**config.mk**
```make
export PLATFORM = sky130hd
export DESIGN_NAME = mwrite_sb
export DESIGN_NICKNAME = d
export VERILOG_FILES = /design/src/rtl/mwrite_sb.sv
export SDC_FILE = /design/constraint.sdc
export NUM_CORES = 1
export LEC_CHECK = 0
export CAP_MARGIN = 20
export CORE_ASPECT_RATIO = 1.75
export CORE_MARGIN = 3
export CORE_UTILIZATION = 57
export CTS_BUF_LIST = sky130_fd_sc_hd__clkbuf_4 sky130_fd_sc_hd__clkbuf_8
export CTS_CLUSTER_SIZE = 20
export DETAILED_ROUTE_END_ITERATION = 12
export GPL_TIMING_DRIVEN = 0
export PLACE_DENSITY = 0.95
export SLEW_MARGIN = 20
export SYNTH_ARGS = -nofsm -noshare
export SYNTH_HDL_FRONTEND = slang
export SYNTH_SLANG_ARGS = --single-unit
```
**constraint.sdc**
```tcl
create_clock -name CLK -period 9.75 [get_ports CLK]
set_input_delay 1.95 -clock CLK [delete_from_list [all_inputs] [get_ports CLK]]
set_output_delay 1.95 -clock CLK [all_outputs]
set_load 0.05 [all_outputs]
```
**src/rtl/mwrite_sb.sv**
```systemverilog
// mwrite_sb: byte-merging store buffer feeding MMU writes in FIFO order.
// Ports: CLK/RST (sync, active-high), STALL; MEMR_* load, ALU and store
//   inputs; DATA_W* write request to MMU with DATA_WREADY handshake;
//   SB_STALL_REQ/SB_EMPTY/SB_COUNT status; MEMW_REG_W_* write-back register.
// Option: define MWRITE_SB_BYPASS_EN to pass a store straight through to
//   the MMU when the buffer is empty and DATA_WREADY is high.
module mwrite_sb #(
  parameter int DATA_W = 32,
  parameter int DEPTH  = 4,
  localparam int CW    = $clog2(DEPTH + 1),
  localparam int PW    = $clog2(DEPTH)
) (
  input  logic              CLK,
  input  logic              RST,
  input  logic              STALL,
  input  logic              MEMR_MEM_R_VALID,
  input  logic [4:0]        MEMR_MEM_R_RD,
  input  logic [DATA_W-1:0] MEMR_MEM_R_DATA,
  input  logic [4:0]        MEMR_REG_W_RD,
  input  logic [DATA_W-1:0] MEMR_REG_W_DATA,
  input  logic              MEMR_MEM_W_VALID,
  input  logic [DATA_W-1:0] MEMR_MEM_W_ADDR,
  input  logic [7:0]        MEMR_MEM_W_STRB,
  input  logic [DATA_W-1:0] MEMR_MEM_W_DATA,
  output logic              DATA_WREN,
  output logic [DATA_W-1:0] DATA_WADDR,
  output logic [DATA_W-1:0] DATA_WDATA,
  input  logic              DATA_WREADY,
  output logic              SB_STALL_REQ,
  output logic              SB_EMPTY,
  output logic [CW-1:0]     SB_COUNT,
  output logic [4:0]        MEMW_REG_W_RD,
  output logic [DATA_W-1:0] MEMW_REG_W_DATA
);

  localparam int NB = DATA_W / 8;
  localparam logic [CW-1:0] FULL_CNT = CW'(DEPTH);

  logic [DATA_W-1:0] addr_q [DEPTH];
  logic [DATA_W-1:0] addr_d [DEPTH];
  logic [DATA_W-1:0] data_q [DEPTH];
  logic [DATA_W-1:0] data_d [DEPTH];
  logic [PW-1:0]     head_q, head_d;
  logic [PW-1:0]     tail_q, tail_d;
  logic [CW-1:0]     cnt_q, cnt_d;
  logic [4:0]        wb_rd_q, wb_rd_d;
  logic [DATA_W-1:0] wb_data_q, wb_data_d;

  logic [DATA_W-1:0] merged;
  logic              full, empty, accept, push, pop, byp;

  // Lanes without a strobe keep the read-before-write data; an all-zero
  // strobe means a plain full-word store.
  always_comb begin
    merged = MEMR_MEM_R_DATA;
    for (int i = 0; i < NB; i++) begin
      if (MEMR_MEM_W_STRB[i])
        merged[8*i +: 8] = MEMR_MEM_W_DATA[8*i +: 8];
    end
    if (MEMR_MEM_W_STRB == 8'd0)
      merged = MEMR_MEM_W_DATA;
  end

  // full looks only at the registered count, so a pop this cycle never
  // makes room for a push in the same cycle.
  assign full   = (cnt_q == FULL_CNT);
  assign empty  = (cnt_q == '0);
  assign accept = MEMR_MEM_W_VALID && !STALL && !full;
  assign pop    = !empty && DATA_WREADY;

`ifdef MWRITE_SB_BYPASS_EN
  assign byp = accept && empty && DATA_WREADY;
`else
  assign byp = 1'b0;
`endif

  assign push = accept && !byp;

  assign SB_STALL_REQ = MEMR_MEM_W_VALID && full;
  assign SB_EMPTY     = empty;
  assign SB_COUNT     = cnt_q;
  assign DATA_WREN    = !empty || byp;

  // Idle write port is driven to zero rather than showing a stale slot.
  always_comb begin
    DATA_WADDR = '0;
    DATA_WDATA = '0;
    if (byp) begin
      DATA_WADDR = MEMR_MEM_W_ADDR;
      DATA_WDATA = merged;
    end else if (!empty) begin
      DATA_WADDR = addr_q[head_q];
      DATA_WDATA = data_q[head_q];
    end
  end

  always_comb begin
    addr_d = addr_q;
    data_d = data_q;
    head_d = head_q;
    tail_d = tail_q;
    cnt_d  = cnt_q;
    if (push) begin
      addr_d[tail_q] = MEMR_MEM_W_ADDR;
      data_d[tail_q] = merged;
      tail_d         = tail_q + PW'(1);
    end
    if (pop)
      head_d = head_q + PW'(1);
    unique case ({push, pop})
      2'b10:   cnt_d = cnt_q + CW'(1);
      2'b01:   cnt_d = cnt_q - CW'(1);
      default: cnt_d = cnt_q;
    endcase
  end

  always_comb begin
    wb_rd_d   = wb_rd_q;
    wb_data_d = wb_data_q;
    if (!STALL) begin
      if (MEMR_MEM_R_VALID) begin
        wb_rd_d   = MEMR_MEM_R_RD;
        wb_data_d = MEMR_MEM_R_DATA;
      end else begin
        wb_rd_d   = MEMR_REG_W_RD;
        wb_data_d = MEMR_REG_W_DATA;
      end
    end
  end

  assign MEMW_REG_W_RD   = wb_rd_q;
  assign MEMW_REG_W_DATA = wb_data_q;

  always_ff @(posedge CLK) begin
    if (RST) begin
      head_q    <= '0;
      tail_q    <= '0;
      cnt_q     <= '0;
      wb_rd_q   <= '0;
      wb_data_q <= '0;
    end else begin
      head_q    <= head_d;
      tail_q    <= tail_d;
      cnt_q     <= cnt_d;
      wb_rd_q   <= wb_rd_d;
      wb_data_q <= wb_data_d;
    end
  end

  // Payload storage needs no reset: slots are only read when counted.
  always_ff @(posedge CLK) begin
    addr_q <= addr_d;
    data_q <= data_d;
  end

endmodule

```
==> metrics.md, run 1 <==
| Metric | Value |
|---|---|
| Status | finished clean |
| DR WL/cell | 22.8 um |
| Die height | 200 um |
| Clock slew at reported path FFs | 0.06 ns |
| Net Switching | approximately 0.0014 W |
| # DRC | 0 |
| Combinational power share | 0.391 |
| Setup Total Neg Slack | 0 ns |
| Reg power frac | 0.372 |
| Initial Util | 0.585 |
| CP Capture Type | primary output |
| Core area | between 0.02 and 0.025 sq mm |
| Die area | 0.0234 sq mm |
| Worst R2R Path Depth | 9 |
| Worst setup path category | in2out |
| Clock network fraction of design power | 0.238 |
| Core Rows | 70 |
| VDD IR max | 0.171 mV |
| Total wire length | 28.4 mm |
| Count of cell types in the netlist | 27 |
| Most common cell after layout, fill and taps aside | clkdlybuf4s50_1 |
| # hold bufs at CTS | 0 |
| IO Pins | roughly 260 |
| Mapped cell area | ~0.012 sq mm |
| RR Endpoint | SB_COUNT[2] |
| Crit path largest cell delay | 0.80 ns |
| Max-cap violations | 0 |
| Hold Fails Final Rpt | 0 |
| Pins Over Slew Limit | 0 |
| Post-Syn Nets | a little over 800 |
| GRT overflow | 0 |
| Via count | 7098 |
| Ant. Diodes | 0 |
| Int Pwr | 0.00257 W |
| Critical Path RT | about 8 ns |
| Syn Inst Count | 661 |
| Worst setup path endpoint | SB_STALL_REQ |
| Initial drt markers | 440 |
| Tot Pwr | approximately 0.0040 W |
| RR Startpoint | SB_COUNT[0] |
| Sw Ratio | 0.354 |
| CP startpoint | MEMR_MEM_W_VALID |
| CP startpoint kind | primary input |
| Measured slew at the worst slew-check pin | 0.744 ns |
| Leak pwr | 5.49 nW |
| Antenna-violating nets left | 0 |
| Register area share after synthesis | 0.697 |
| Max Buffers Root-to-Sink | 3 |
| Crit path max fanout | 2 |
| HPWL after DPL | 20.1 mm |
| Number of global-route vias before repair | 8051 |
| Setup slack at placement | approximately 4.4 ns |
| GRT Overall Usage | 0.248 |
| Peak Freq | 186 MHz |
| Arr. time, crit path | 3.43 ns |
| Tcrit/Tclk final | 0.552 |
| Initial antenna violation count | 0 |
| Post-cts resize count | 0 |
| Setup bufs post-CTS | 0 |
| Crit path depth | 3 |
| Synth-to-Final Area Change | 31.1% |
| Max_slew headroom | 0.504 |
| Die span in x | 117 um |
| CP Cell Sequence | clkdlybuf4s50_1 -> and3_1 -> clkdlybuf4s50_1 |
| Vias per inst | approximately 5.7 |
| # port buffers | between 200 and 300 |
| Clock latency on the worst-skew pair | between 0.5 and 0.6 ns |
| Drt first pass iters | 5 |
| First-pass GRT wire length | 43.7 mm |
| Crit path time final | 5.38 ns |
| WP buf/inv | 2 |
| H-tree Lvls | 2 |
| Clk root buf | clkbuf_8 |
| Avg Inst Size Synth | 18.6 sq um |
| Hold Path Cell Cnt | 2 |
| Most used cell, CP | clkdlybuf4s50_1 |
| CTS tree | built |
| Synth Register Bits | 300 |
| Fraction of layout cells with a size suffix above 1 | 0.239 |
| Yosys warning total | 0 |
| CTS sink count | 300 |
| Most frequent cells in the layout | 257 x clkdlybuf4s50_1, 256 x edfxtp_1, 70 x mux2_2 |
| Pin count of the biggest net entering global routing | 44 |
| Hold Path Class | reg2reg |
| NumNets Final | 1123 |
| CP delay by family, top | buffers and inverters |
| PwrDens | 247 mW/mm^2 |
| Setup ws final | 4.37 ns |
| Critical-path top delay cell | clkdlybuf4s50_1 |
| Gpl congestion | 0.778 |
| RSZ-0062 raised after global routing | no |
| Setup-failing EPs final | 0 |
| CTS Buf Count | 41 |
| R2R Setup Slk | 7.43 ns |
| Final Skew | 0.0119 ns |
[registers in the layout, summed over array words and instances, names as in the netlist]
signal,flops
MEMW_REG_W_RD,5
addr_q,128
tail_q,2
MEMW_REG_W_DATA,32
data_q,128
SB_COUNT,3
head_q,2
[cells in the mapped netlist (all sizes together)]
master / instances / area, sq um
nand2: 1 / 3.75
clkbuf: 13 / 48.8
dfxtp: 44 / 881
buf: 22 / 178
mux2: 70 / 788
nor3: 4 / 20.0
edfxtp: 256 / 7690
nor2: 44 / 165
ha: 5 / 62.6
inv: 7 / 26.3
fa: 1 / 20.0
a21oi: 8 / 55.1
o21ai: 3 / 15.0
and3: 1 / 6.26
nand2b: 4 / 25.0
xor2: 2 / 17.5
and2: 69 / 432
or3: 3 / 18.8
mux2i: 38 / 380
nand3: 1 / 5.00
mux4: 64 / 1440
nor4: 1 / 21.3
[stage by stage]
step / cell area [sq um] / std cells / util / hold slack, ns
after floorplan: 12300 / 661 / - / 0.482
after global placement: 15200 / 1170 / 0.722 / 0.474
after detailed placement: 15300 / 1174 / 0.728 / 0.488
after CTS: 16100 / 1248 / 0.767 / 0.502
after global routing: 16100 / 1248 / 0.767 / 0.522
final: 16100 / 1248 / 0.767 / 0.496
[tightest hold or removal path, cell delays in order, from the launching register on]
cell and delay, ns:
dfxtp_1 0.32, mux2i_1 0.07, nor2_1 0.07
[layer usage]
| layer | share of wire | vias to the layer above | GRT usage |
|---|---|---|---|
| li1 | - | 3178 | - |
| met1 | 0.35 | 3543 | 0.278 |
| met2 | 0.55 | 300 | 0.444 |
| met3 | 0.062 | 77 | 0.0493 |
| met4 | 0.040 | 0 | 0.109 |
| met5 | 0 | - | 0 |
[power by group through the flow]
stage          clock [W]  combinational (W)  sequential (W)
2_1_floorplan          0           0.000987         0.00155
3_3_place_gp           0            0.00154         0.00150
3_5_place_dp           0            0.00157         0.00150
4_1_cts         0.000965            0.00157         0.00148
5_1_grt          0.00102            0.00163         0.00148
6_report        0.000944            0.00155         0.00148
[cells by family (layout without fill, tap and decap cells)]
family                   Yosys count  after routing  synth area share
flip-flops                       300            300             0.697
multiplexers                     172            172             0.212
AND/OR/NAND/NOR                  128            128            0.0567
buffers and inverters             42            377            0.0206
AO/OA/AOI/OAI                     11             11           0.00570
adder cells (fa/ha/maj)            6              6           0.00671
XOR/XNOR                           2              2           0.00142
[worst min path at each step]
stage,to,slack (ns),start
2_1_floorplan,tail_q[1],0.48,tail_q[1]
3_3_place_gp,MEMW_REG_W_DATA[24],0.47,MEMW_REG_W_DATA[24]
3_5_place_dp,MEMW_REG_W_DATA[4],0.49,MEMW_REG_W_DATA[4]
4_1_cts,MEMW_REG_W_DATA[4],0.50,MEMW_REG_W_DATA[4]
5_1_grt,MEMW_REG_W_DATA[4],0.52,MEMW_REG_W_DATA[4]
6_report,MEMW_REG_W_DATA[4],0.50,MEMW_REG_W_DATA[4]
[final cells by class]
type | instances | area (sq um)
Timing Repair Buffer | 261 | 2680
Clock inverter | 14 | 92.6
Buffer | 35 | 226
Clock buffer | 60 | 726
Multi-Input combinational cell | 319 | 3490
Sequential cell | 300 | 8570
Fill cell | 1147 | 4900
Tap cell | 252 | 315
Inverter | 7 | 26.3
Note: power is estimated with default switching activity, not from simulation.
==> run 2, diff against run 1 <==
--- a/config.mk
+++ b/config.mk
@@ -8,12 +8,12 @@
 export CAP_MARGIN = 20
 export CORE_ASPECT_RATIO = 1.75
 export CORE_MARGIN = 3
-export CORE_UTILIZATION = 57
+export CORE_UTILIZATION = 53
 export CTS_BUF_LIST = sky130_fd_sc_hd__clkbuf_4 sky130_fd_sc_hd__clkbuf_8
 export CTS_CLUSTER_SIZE = 20
 export DETAILED_ROUTE_END_ITERATION = 12
 export GPL_TIMING_DRIVEN = 0
-export PLACE_DENSITY = 0.95
+export PLACE_DENSITY = 0.91
 export SLEW_MARGIN = 20
 export SYNTH_ARGS = -nofsm -noshare
 export SYNTH_HDL_FRONTEND = slang
==> constraint.sdc (replaced) <==
create_clock -name CLK -period 5.5 [get_ports CLK]
set_input_delay 1.1 -clock CLK [delete_from_list [all_inputs] [get_ports CLK]]
set_output_delay 1.1 -clock CLK [all_outputs]
set_load 0.05 [all_outputs]
==> metrics.md, run 2 (synthesis gave the netlist of run 1 again) <==
| Metric | Value |
|---|---|
| Max-cap violations | 0 (unchanged) |
| Antenna-violating nets left | 0 (unchanged) |
| Post-cts resize count | 0 (unchanged) |
| CTS sink count | 300 (unchanged) |
| Tcrit/Tclk final | 0.763 |
| CTS tree | built |
| Setup-failing EPs final | 0 (unchanged) |
| Max Buffers Root-to-Sink | 3 (unchanged) |
| Via count | 7040 (-0.82%) |
| H-tree Lvls | 2 (unchanged) |
| Total wire length | 28.3 mm (-0.23%) |
| Worst setup path category | reg2out |
| Combinational power share | 0.392 (about the same) |
| Vias per inst | 5.44 (-4.3%) |
| Sw Ratio | 0.353 (-0.00142) |
| Clock latency on the worst-skew pair | 0.52 ns (about the same) |
| # hold bufs at CTS | 0 (unchanged) |
| Reg power frac | 0.373 (about the same) |
| PwrDens | 435 mW/mm^2 (+76%) |
| Max_slew headroom | 0.472 (-0.0324) |
| DR WL/cell | 21.9 um (-3.7%) |
| GRT Overall Usage | 0.228 (-0.0196) |
| Clock network fraction of design power | 0.235 (-0.003) |
| Clock slew at reported path FFs | 0.07 ns (about the same) |
| NumNets Final | 1122 (-0.089%) |
| Die area | 0.0251 sq mm (+7.2%) |
| Clk root buf | clkbuf_8 |
| Fraction of layout cells with a size suffix above 1 | 0.232 (-0.00710) |
| Leak pwr | 5.45 nW (-0.63%) |
| Hold Path Class | reg2reg |
| Initial Util | 0.541 (-0.0443) |
| RSZ-0062 raised after global routing | no |
| Measured slew at the worst slew-check pin | 0.792 ns (+0.0486 ns) |
| IO Pins | 259 (unchanged) |
| Most frequent cells in the layout | 257 x clkdlybuf4s50_1, 256 x edfxtp_1, 70 x mux2_2 |
| Core Rows | 73 (+4.3%) |
| Fin cells | 1293 (+3.6%) |
| Critical Path RT | 4.40 ns (-3.40 ns) |
| CP Capture Type | primary output |
| Hold Fails Final Rpt | 0 (unchanged) |
| CTS Buf Count | 40 (-2.4%) |
| Initial drt markers | 483 (+9.8%) |
| Crit path max fanout | 10 (+8) |
| Pins Over Slew Limit | 0 (unchanged) |
| Crit path time final | between 4 and 5 ns |
| Die span in x | 121 um (+3.5%) |
| Setup bufs post-CTS | 0 (unchanged) |
| VDD IR max | 0.304 mV (+78%) |
| Synth-to-Final Area Change | 31.2% (about the same) |
| Pin count of the biggest net entering global routing | 42 (-4.5%) |
| Fillers | 1427 (+24%) |
| First-pass GRT wire length | 43.3 mm (-1.0%) |
| # port buffers | 257 (unchanged) |
| Gpl congestion | 0.792 (+1.8%) |
| Int Pwr | 0.00454 W (+77%) |
| Core area | 0.0227 sq mm (+8.2%) |
| Drt first pass iters | 4 (-1) |
| Peak Freq | 238 MHz |
| Most common cell after layout, fill and taps aside | clkdlybuf4s50_1 |
| # DRC | 0 (unchanged) |
| Net Switching | 0.00248 W (+76%) |
| Number of global-route vias before repair | 7680 (-4.6%) |
| HPWL after DPL | 19.9 mm (-0.83%) |
| Arr. time, crit path | 3.10 ns (-0.33 ns) |
| Die height | 208 um (+3.6%) |
| Post-Place Cells | 1222 (+4.1%) |
| Setup Total Neg Slack | 0 ns (unchanged) |
| Initial antenna violation count | 3 (+3) |
| GRT overflow | 0 (unchanged) |
| CP startpoint kind | register |
| Status | finished clean |
| Worst Hold Slack | 0.498 ns (+0.00274 ns) |
| Final Skew | 0.0172 ns (+0.00538 ns) |
==> run 2: cell count changes in the layout (fill, tap and decap cells not counted), sizes merged <==
cell    before  now
bufinv       1    2
clkbuf      73   67
clkinv      12   13
diode        0    1
==> run 2: critical path, cell delays in order, from the launching register on <==
cell and delay, ns:
dfxtp_1 0.41, or3_1 0.21, clkbuf_1 0.49, clkbuf_1 0.41
and2_1 0.24, clkdlybuf4s50_1 0.81
==> run 2: power groups by stage <==
stage / clock [W] / sequential [W] / combinational, W
floorplan: 0 / 0.00275 / 0.00175
global placement: 0 / 0.00267 / 0.00274
detailed placement: 0 / 0.00266 / 0.00278
CTS: 0.00168 / 0.00262 / 0.00279
global route: 0.00177 / 0.00262 / 0.00290
finish: 0.00165 / 0.00262 / 0.00275
==> run 2: final timing paths <==
path,startpoint,endpoint,slack [ns],depth (start not counted)
min,MEMW_REG_W_DATA[0],MEMW_REG_W_DATA[0],0.50,2
min reg2reg,MEMW_REG_W_DATA[0],MEMW_REG_W_DATA[0],0.50,2
max reg2reg,SB_COUNT[0],data_q[10],3.15,4
max,SB_COUNT[0],DATA_WDATA[8],1.30,5
==> run 2: final cells by class <==
cell class / instances / area [sq um] / share of cell area
Clock buffer: 54 / 674 / 0.0418
Inverter: 7 / 26.3 / 0.00163
Buffer: 35 / 226 / 0.0140
Clock inverter: 16 / 123 / 0.00760
Tap cell: 300 / 375 / 0.0233
Timing Repair Buffer: 261 / 2650 / 0.164
Multi-Input combinational cell: 319 / 3490 / 0.216
Sequential cell: 300 / 8570 / 0.531
Antenna cell: 1 / 2.50 / 0.000155
==> run 2: routing by layer <==
layer | global-route usage | vias up | wire length, um
met4 | 0.116 | 4 | 1440
li1 | - | 3172 | -
met1 | 0.256 | 3513 | 9650
met3 | 0.0515 | 76 | 1840
met5 | 0 | - | 16
met2 | 0.402 | 275 | 15400
==> run 2: through the flow <==
step	instance area (sq um)	utilization	total power [W]	setup WS, ns
5_1_grt	16100	0.709	0.00729	1.11
6_report	16100	0.709	0.00702	1.30
3_5_place_dp	15300	0.674	0.00544	1.79
2_1_floorplan	12300	-	0.00450	1.95
4_1_cts	16100	0.709	0.00709	1.22
3_3_place_gp	15200	0.670	0.00541	0.265
==> run 3, diff against run 2 <==
--- a/config.mk
+++ b/config.mk
@@ -8,12 +8,12 @@
 export CAP_MARGIN = 20
 export CORE_ASPECT_RATIO = 1.75
 export CORE_MARGIN = 3
-export CORE_UTILIZATION = 53
+export CORE_UTILIZATION = 48
 export CTS_BUF_LIST = sky130_fd_sc_hd__clkbuf_4 sky130_fd_sc_hd__clkbuf_8
 export CTS_CLUSTER_SIZE = 20
 export DETAILED_ROUTE_END_ITERATION = 12
 export GPL_TIMING_DRIVEN = 0
-export PLACE_DENSITY = 0.91
+export PLACE_DENSITY = 0.87
 export SLEW_MARGIN = 20
 export SYNTH_ARGS = -nofsm -noshare
 export SYNTH_HDL_FRONTEND = slang
==> constraint.sdc (replaced) <==
create_clock -name CLK -period 3.4 [get_ports CLK]
set_input_delay 0.68 -clock CLK [delete_from_list [all_inputs] [get_ports CLK]]
set_output_delay 0.68 -clock CLK [all_outputs]
set_load 0.05 [all_outputs]
==> metrics.md, run 3 (synthesis gave the netlist of run 1 again) <==
| Metric | Value |
|---|---|
| PwrDens | 694 mW/mm^2 (+59%) |
| # DRC | 0 (unchanged) |
| Gpl congestion | 0.819 (+3.4%) |
| Synth-to-Final Area Change | 31.0% |
| Fillers | 1771 (+24%) |
| Most common cell after layout, fill and taps aside | edfxtp_1 |
| H-tree Lvls | 2 (unchanged) |
| Critical Path RT | 2.72 ns (-1.68 ns) |
| IO Pins | 259 (unchanged) |
| CTS tree | built |
| Final Cell Area | 0.0161 sq mm (-0.17%) |
| Tot Pwr | 0.0112 W (+59%) |
| Drt first pass iters | 4 (unchanged) |
| Hold Path Cell Cnt | 2 (unchanged) |
| Fin cells | 1309 (+1.2%) |
| Register area | 0.00857 sq mm (unchanged) |
| Initial antenna violation count | 2 (-1) |
| # port buffers | 257 (unchanged) |
| Critical-path top delay cell | clkdlybuf4s50_1 |
| Most frequent cells in the layout | 256 x edfxtp_1, 200 x clkdlybuf4s50_1, 70 x mux2_2 |
| Antenna-violating nets left | 0 (unchanged) |
| VDD IR max | 0.392 mV (+29%) |
| CP Cell Sequence | buf_6 -> buf_4 -> mux4_2 -> and2_1 -> clkdlybuf4s50_1 |
| Total wire length | 28.2 mm (-0.61%) |
| Worst setup path category | reg2out |
| Die height | 218 um (+4.9%) |
| Die span in x | 127 um (+4.8%) |
| GRT Overall Usage | 0.207 (-0.0211) |
| Max Buffers Root-to-Sink | 3 (unchanged) |
| GRT overflow | 0 (unchanged) |
| WP buf/inv | 3 (unchanged) |
| CTS Buf Count | 40 (unchanged) |
| Setup bufs post-CTS | 0 (unchanged) |
| Worst R2R Path Depth | 4 (unchanged) |
| HP Start | MEMW_REG_W_DATA[29] |
| Hold Path End | MEMW_REG_W_DATA[29] |
| Die area | 0.0277 sq mm (+10%) |
| Core area | 0.0249 sq mm (+9.5%) |
| Number of global-route vias before repair | 7773 (+1.2%) |
| Tcrit/Tclk final | 0.976 |
| Crit path time final | 3.32 ns |
| Clock slew at reported path FFs | 0.07 ns (about the same) |
| Vias per inst | 5.34 (-2.0%) |
| Pin count of the biggest net entering global routing | 46 (+9.5%) |
| CP Capture Type | primary output |
| Crit path largest cell delay | 0.73 ns (-0.08 ns) |
| Core Rows | 76 (+4.1%) |
| Arr. time, crit path | 2.64 ns (-0.46 ns) |
| NumNets Final | 1122 (unchanged) |
| Via count | 6984 (-0.80%) |
| Grt met3 use | 0.0434 (-0.00814) |
| Clock latency on the worst-skew pair | 0.52 ns (about the same) |
| Clk root buf | clkbuf_8 |
| CP delay by family, top | buffers and inverters |
| Hold Path Class | reg2reg |
| First-pass GRT wire length | 43.5 mm (+0.52%) |
| Crit path max fanout | 10 (unchanged) |
| RR Endpoint | data_q[76] |
| Setup ws final | 0.0802 ns (-1.22 ns) |
| Peak Freq | 301 MHz |
| Met2 usage | 0.387 (-0.0152) |
| Max-cap violations | 0 (unchanged) |
| Pins Over Slew Limit | 0 (unchanged) |
| Setup-failing EPs final | 0 (unchanged) |
| GR Util met1 | 0.221 (-0.0357) |
| CTS sink count | 300 (unchanged) |
| RR Startpoint | SB_COUNT[0] |
| GRT busiest layer | met2 |
| Fraction of layout cells with a size suffix above 1 | 0.248 (+0.0166) |
| DR WL/cell | 21.5 um (-1.8%) |
| Initial Util | 0.494 (-0.0471) |
| Max_slew headroom | 0.378 (-0.0942) |
| Leak pwr | 5.72 nW (+4.9%) |
| Status | finished clean |
| Multi-input logic area | 0.00349 sq mm (unchanged) |
| Measured slew at the worst slew-check pin | 0.934 ns (+0.141 ns) |
| Area after DPL | 0.0154 sq mm (+0.15%) |
| Setup slack at placement | 0.0541 ns (-1.74 ns) |
| Setup Total Neg Slack | 0 ns (unchanged) |
| CP startpoint kind | register |
| R2R Setup Slk | 1.11 ns (-2.04 ns) |
| Hold Fails Final Rpt | 0 (unchanged) |
| Final Skew | 0.0105 ns (-0.00674 ns) |
| Post-Place Cells | 1234 (+0.98%) |
| HPWL after DPL | 20.2 mm (+1.3%) |
| Initial drt markers | 345 (-29%) |
run 3: cell types whose count changed in the layout (fill, tap and decap cells not counted), moves of 2 or more:
cell             before  now
clkdlybuf4s15_1       0    7
clkdlybuf4s50_1     257  200
dlymetal6s2s_1        0    5
diode_2               1    3
dlygate4sd2_1         0   35
clkbuf_2              0   15
clkbuf_1             13    8
run 3: power breakdown:
group / switching [W] / internal [W]
Combinational: 0.00272 / 0.00152
Sequential: 0.0000610 / 0.00417
Clock: 0.00123 / 0.00146
run 3: cell type report:
cell class,instances,share of cell area
clock buffers,54,0.0423
inverters,7,0.00163
well taps,312,0.0242
diodes,3,0.000466
multi-input cells,319,0.216
plain buffers,35,0.0144
repair buffers,261,0.160
flip-flops and latches,300,0.532
clock inverters,18,0.00847
run 3: worst max-delay path by stage:
stage,end,depth (start not counted),start
2_1_floorplan,addr_q[0],3,SB_COUNT[0]
3_3_place_gp,data_q[107],4,STALL
3_5_place_dp,DATA_WDATA[26],5,SB_COUNT[0]
4_1_cts,DATA_WDATA[28],5,SB_COUNT[2]
5_1_grt,DATA_WDATA[23],5,head_q[0]
6_report,DATA_WDATA[23],5,head_q[0]
run 3: per-stage QoR:
stage	utilization	hold slack, ns
CTS	0.647	0.500
global placement	0.613	0.474
global route	0.646	0.519
floorplan	-	0.482
finish	0.647	0.494
detailed placement	0.616	0.485
run 3: repair_timing:
item                       CTS  global route
setup endpoints to repair   64            38
gates resized for setup     56            36
pin swaps                    0             0
hold buffers                 0             0
run 3: worst register-to-register path, delay by kind of cell (launching register included):
family	cells	cell delay, ns
simple gates	2	0.66
compound gates	1	0.53
flops	1	0.42
buf+inv	1	0.32
run 3: layer usage:
layer / wire [um] / part of all wire
met2: 15800 / 0.56
met5: 0 / 0
met4: 1110 / 0.039
met1: 9590 / 0.34
met3: 1690 / 0.060
